==> src/rtl/uart_tx_arbiter.sv <==
// Round-robin sharing of one UART transmitter among N_REQ byte producers; start pulses one cycle after acceptance.
// Ready is offered only in IDLE, so producers stall until tx_done_in; optional burst lock under UART_ARB_LOCK_EN.
module uart_tx_arbiter #(
  parameter int N_REQ     = 4,
  parameter int DATA_BITS = 8
) (
  input  logic                         sysclk_in,
  input  logic                         nrst_in,
  input  logic [N_REQ-1:0]             req_valid_in,
  input  logic [N_REQ*DATA_BITS-1:0]   req_data_in,
  input  logic [N_REQ-1:0]             req_lock_in,
  output logic [N_REQ-1:0]             req_ready_out,
  output logic                         tx_start_out,
  output logic [DATA_BITS-1:0]         tx_data_out,
  input  logic                         tx_done_in,
  output logic                         busy_out,
  output logic [$clog2(N_REQ)-1:0]     grant_idx_out
);

  localparam int IDX_W = $clog2(N_REQ);
  localparam int CW    = IDX_W + 1;

  typedef enum logic [1:0] {
    IDLE,
    LAUNCH,
    WAIT_DONE
  } state_t;

  state_t           state;
  state_t           state_nxt;
  logic [IDX_W-1:0] last_grant;
  logic [IDX_W-1:0] winner;
  logic             win_found;
  logic [CW-1:0]    cand;
  logic [IDX_W-1:0] sel;
  logic             sel_ok;
  logic             xfer;

  // Search starts just past the previous owner and wraps, giving rotating priority.
  always_comb begin
    winner    = last_grant;
    win_found = 1'b0;
    cand      = '0;
    for (int k = 1; k <= N_REQ; k++) begin
      cand = {1'b0, last_grant} + CW'(k);
      if (cand >= CW'(N_REQ)) begin
        cand = cand - CW'(N_REQ);
      end
      if (!win_found && req_valid_in[cand[IDX_W-1:0]]) begin
        winner    = cand[IDX_W-1:0];
        win_found = 1'b1;
      end
    end
  end

`ifdef UART_ARB_LOCK_EN
  logic lock_act;
  logic locked;

  // The lock owner is always last_grant, since nobody else can win while it holds.
  assign locked = lock_act & req_lock_in[last_grant];

  always_comb begin
    sel    = winner;
    sel_ok = win_found;
    if (locked) begin
      sel    = last_grant;
      sel_ok = req_valid_in[last_grant];
    end
  end

  always_ff @(posedge sysclk_in or negedge nrst_in) begin
    if (!nrst_in) begin
      lock_act <= 1'b0;
    end else if (state == IDLE) begin
      if (xfer) begin
        lock_act <= req_lock_in[sel];
      end else if (!locked) begin
        lock_act <= 1'b0;
      end
    end
  end
`else
  logic unused_lock;
  assign unused_lock = ^req_lock_in;

  always_comb begin
    sel    = winner;
    sel_ok = win_found;
  end
`endif

  assign xfer = (state == IDLE) && sel_ok;

  always_comb begin
    req_ready_out = '0;
    if (xfer && nrst_in) begin
      req_ready_out[sel] = 1'b1;
    end
  end

  always_comb begin
    state_nxt = state;
    case (state)
      IDLE:      if (xfer) state_nxt = LAUNCH;
      LAUNCH:    state_nxt = WAIT_DONE;
      WAIT_DONE: if (tx_done_in) state_nxt = IDLE;
      default:   state_nxt = IDLE;
    endcase
  end

  always_ff @(posedge sysclk_in or negedge nrst_in) begin
    if (!nrst_in) begin
      state         <= IDLE;
      last_grant    <= IDX_W'(N_REQ - 1);
      tx_start_out  <= 1'b0;
      tx_data_out   <= '0;
      busy_out      <= 1'b0;
      grant_idx_out <= '0;
    end else begin
      state        <= state_nxt;
      tx_start_out <= xfer;
      if (xfer) begin
        tx_data_out   <= req_data_in[sel*DATA_BITS +: DATA_BITS];
        last_grant    <= sel;
        grant_idx_out <= sel;
        busy_out      <= 1'b1;
      end else if (state == WAIT_DONE && tx_done_in) begin
        busy_out <= 1'b0;
      end
    end
  end

endmodule

==> config.mk <==
export PLATFORM = sky130hd
export DESIGN_NAME = uart_tx_arbiter
export DESIGN_NICKNAME = d
export VERILOG_FILES = /design/src/rtl/uart_tx_arbiter.sv
export SDC_FILE = /design/constraint.sdc
export NUM_CORES = 1
export LEC_CHECK = 0
export BUFFER_PORTS_ARGS = -buffer_cell sky130_fd_sc_hd__buf_2
export CELL_PAD_IN_SITES_DETAIL_PLACEMENT = 1
export CELL_PAD_IN_SITES_GLOBAL_PLACEMENT = 1
export CORE_MARGIN = 3
export CORE_UTILIZATION = 28
export CTS_CLUSTER_SIZE = 40
export DETAILED_ROUTE_END_ITERATION = 6
export PLACE_DENSITY_LB_ADDON = 0.1
export SYNTH_ARGS = -nofsm -noshare
export SYNTH_HDL_FRONTEND = slang
export SYNTH_SLANG_ARGS = --single-unit
==> constraint.sdc <==
create_clock -name sysclk_in -period 1.8 [get_ports sysclk_in]
set_input_delay 0.18 -clock sysclk_in [delete_from_list [all_inputs] [get_ports sysclk_in]]
set_output_delay 0.18 -clock sysclk_in [all_outputs]
set_load 0.02 [all_outputs]
==> impl_metrics.json <==
{
  "instances_no_fill": 230,
  "syn_inst": 116,
  "grt_max_degree": 12,
  "clk_pin_slew_ns": 0.06,
  "synthToLayoutAreaGrowth_pct": 59.1,
  "hold_class": "in -> reg",
  "gp_congestion": 0.689,
  "ys_types": 29,
  "initial_utilization_pct": 30.5,
  "rsz0062_at_grt": "yes",
  "status": "finished with violations",
  "grtUsageTotal_pct": 16.8,
  "start_kind": "flop",
  "num-fill-cells": 405,
  "coreArea_um2": 3490,
  "ir_drop_mv": 0.665,
  "synth_area_um2": 1070,
  "cts_buffers": 3,
  "synth_top_family_by_area": "compound AO/OA/AOI/OAI gates",
  "drv_cap": 0,
  "register_area_um2": 403,
  "period_minus_slack_ns": 1.82,
  "synthSimpleGateAreaFrac_pct": 21.2,
  "power.total_mw": 2.88,
  "ios": 59,
  "synth_fa_ha_area_share_pct": 0,
  "htree_num_levels": 1,
  "fin_util_pct": 48.6,
  "slew_headroom_pct": 75.5,
  "design.die.area_um2": 4590,
  "dr.pass1.iters": 4,
  "drive_gt1_share_pct": 57.6,
  "ys_ff_latch": 16,
  "portBuffers": 54,
  "routedWlPerCell_um": 15.4,
  "slew_viol_final": 0,
  "cts_sinks": 16,
  "path_depth": 6,
  "worstRegToRegCells": 7,
  "violations": "setup timing",
  "crit_slowest_cell": "dfstp_2",
  "cellPowerDensity_nw_per_um2": 1700,
  "grt_pass1_vias": 1261,
  "setup_viol": 2,
  "ys.flop_type": "dfrtp_1",
  "synth_area_leaders": "dfrtp_1 33%, mux2i_1 8.4%, o211ai_2 7.0%",
  "synthMuxAreaShare_pct": 8.44,
  "cp-end-kind": "output port",
  "cts_tree": "done",
  "async_reset_ff_share_pct": 100,
  "synth_nets": 159,
  "criticalPathCategory": "reg -> out",
  "min_path_cells": 4,
  "synth_edf_count": 0,
  "synth_compound_area_share_pct": 27.2,
  "vias_per_cell": 4.96,
  "vias": 1141,
  "yosys.area.top_type": "dfrtp_1",
  "synth_top_area_share_pct": 32.8,
  "crit_path_max_fanout": 4,
  "drt-initial-drc-count": 28,
  "row_count": 21,
  "drtAntennaViolNets": 0,
  "tightest_slew_ns": 0.363,
  "cpLargestDelayFamily": "flip-flops",
  "period_share_pct": 101,
  "grt_pass1_wl_um": 5640,
  "clock.fmax_mhz": 550,
  "clockRootBuffer": "clkbuf_8",
  "hold_violations": 0,
  "path_cells": "nor2b_4, o21a_4, nor3_4, buf_12, nor2_2, buf_6",
  "diodes": 0,
  "setup_slack_ns": -0.0194,
  "critPathBufInv": 2,
  "dieWidth_um": 67.7,
  "multiInputGateArea_um2": 713,
  "synth-xor-area-share_pct": 0,
  "cts_buffer_depth": 2,
  "ys_seq_area_share_pct": 37.7,
  "synth.avg_cell_area_um2": 9.20,
  "synth_top_cells_by_count": "14 x dfrtp_1, 14 x nand2_1, 10 x nor2_1",
  "dp_slack_ns": 0.0260,
  "clk_latency_ns": 0.25,
  "arrival_ns": 1.64,
  "power.leakage_nw": 0.823,
  "fp.dieH_um": 67.7,
  "antenna_found_initial": 0,
  "worst_clock_skew_ns": 0.00169,
  "required_ns": 1.62,
  "gr-total-overflow": 0,
  "ys_warn_count": 0,
  "drc": 0,
  "place_hpwl_um": 2680,
  "cpPeakStageDelay_ns": 0.60,
  "dp.cells": 216,
  "wirelength_um": 3530,
  "fin_nets": 228
}
## state kept, by name (all words and copies together) (netlist names)
name,cells
tx_start_out,1
tx_data_out,8
busy_out,1
state,2
grant_idx_out,2
last_grant,2
## area by class of cell
cell class                 instances  share of cell area (%)
clock buffer                       4                    3.24
sequential                        16                    23.7
multi-input combinational         89                    42.0
inverter                           3                   0.663
tap                               46                    3.39
timing repair buffer              72                    27.0
## path summary, 6_finish.rpt
check                              endpoint             start  slack (ns)
min in group asynchronous    tx_data_out[1]           nrst_in        0.30
setup / recovery           req_ready_out[3]     last_grant[0]       -0.02
hold / removal                     state[1]        tx_done_in        0.22
max in group asynchronous    tx_data_out[3]           nrst_in        1.10
hold reg to reg            grant_idx_out[1]  grant_idx_out[1]        0.48
setup reg to reg             tx_data_out[4]     last_grant[0]           0
## tightest hold or removal path, cell delays in order
cell,delay [ns]
buf_2,0.08
inv_1,0.04
nand2_1,0.07
mux2i_1,0.06
## per-stage QoR
stage | instance area (µm²) | setup TNS [ns] | hold slack [ns]
after floorplan | 1070 | 0 | -0.116
after global placement | 1420 | 0 | 0.0252
after global routing | 1700 | -0.742 | 0.224
after detailed placement | 1420 | 0 | 0.0308
after CTS | 1620 | -0.0605 | 0.222
final | 1700 | -0.0372 | 0.217
## what timing repair did
action	CTS	global route
setup buffers	8	1
pin swaps	6	2
endpoints found under the setup margin	4	12
hold endpoints to repair	5	0
resized for setup	16	16
hold buffers	1	0
## layout by cell type, fill, tap and decap left out, types with 2 or more instances in the layout
master and instances:
inv_2 2, nor2b_4 2, clkbuf_8 4, buf_4 15, nand2_1 14, a21oi_1 3
o211ai_2 6, nand4_1 8, dfrtp_1 14, nor2_1 7, nand3_2 2, o211ai_1 2
buf_12 2, a211o_1 8, buf_6 4, buf_2 50, nor2b_1 2, nor3_4 2
nor2_2 3, dfstp_2 2, mux2i_2 5, o31ai_1 8, mux2i_1 3
## kinds of logic after synthesis
logic type / count (synthesis)
multiplexers: 9
AO/OA/AOI/OAI: 35
AND/OR/NAND/NOR: 45
buffers and inverters: 11
flip-flops: 16
## routing by layer
layer,vias up,part of all wire [%],routed length (µm),global-route usage (%)
met2,29,54,1920,31.3
li1,568,-,-,-
met5,-,0,0,0
met4,0,1.3,46,3.54
met3,6,4.0,141,3.99
met1,538,40,1420,19.0
## power breakdown
part           leakage [nW]  total (mW)  internal [mW]  switching (mW)
registers             0.191       0.701          0.560           0.142
logic                 0.603        1.86          0.875           0.986
clock network        0.0288       0.321          0.194           0.127
total                 0.823        2.88           1.63            1.25
No activity file was read; power rests on OpenSTA's default activity.
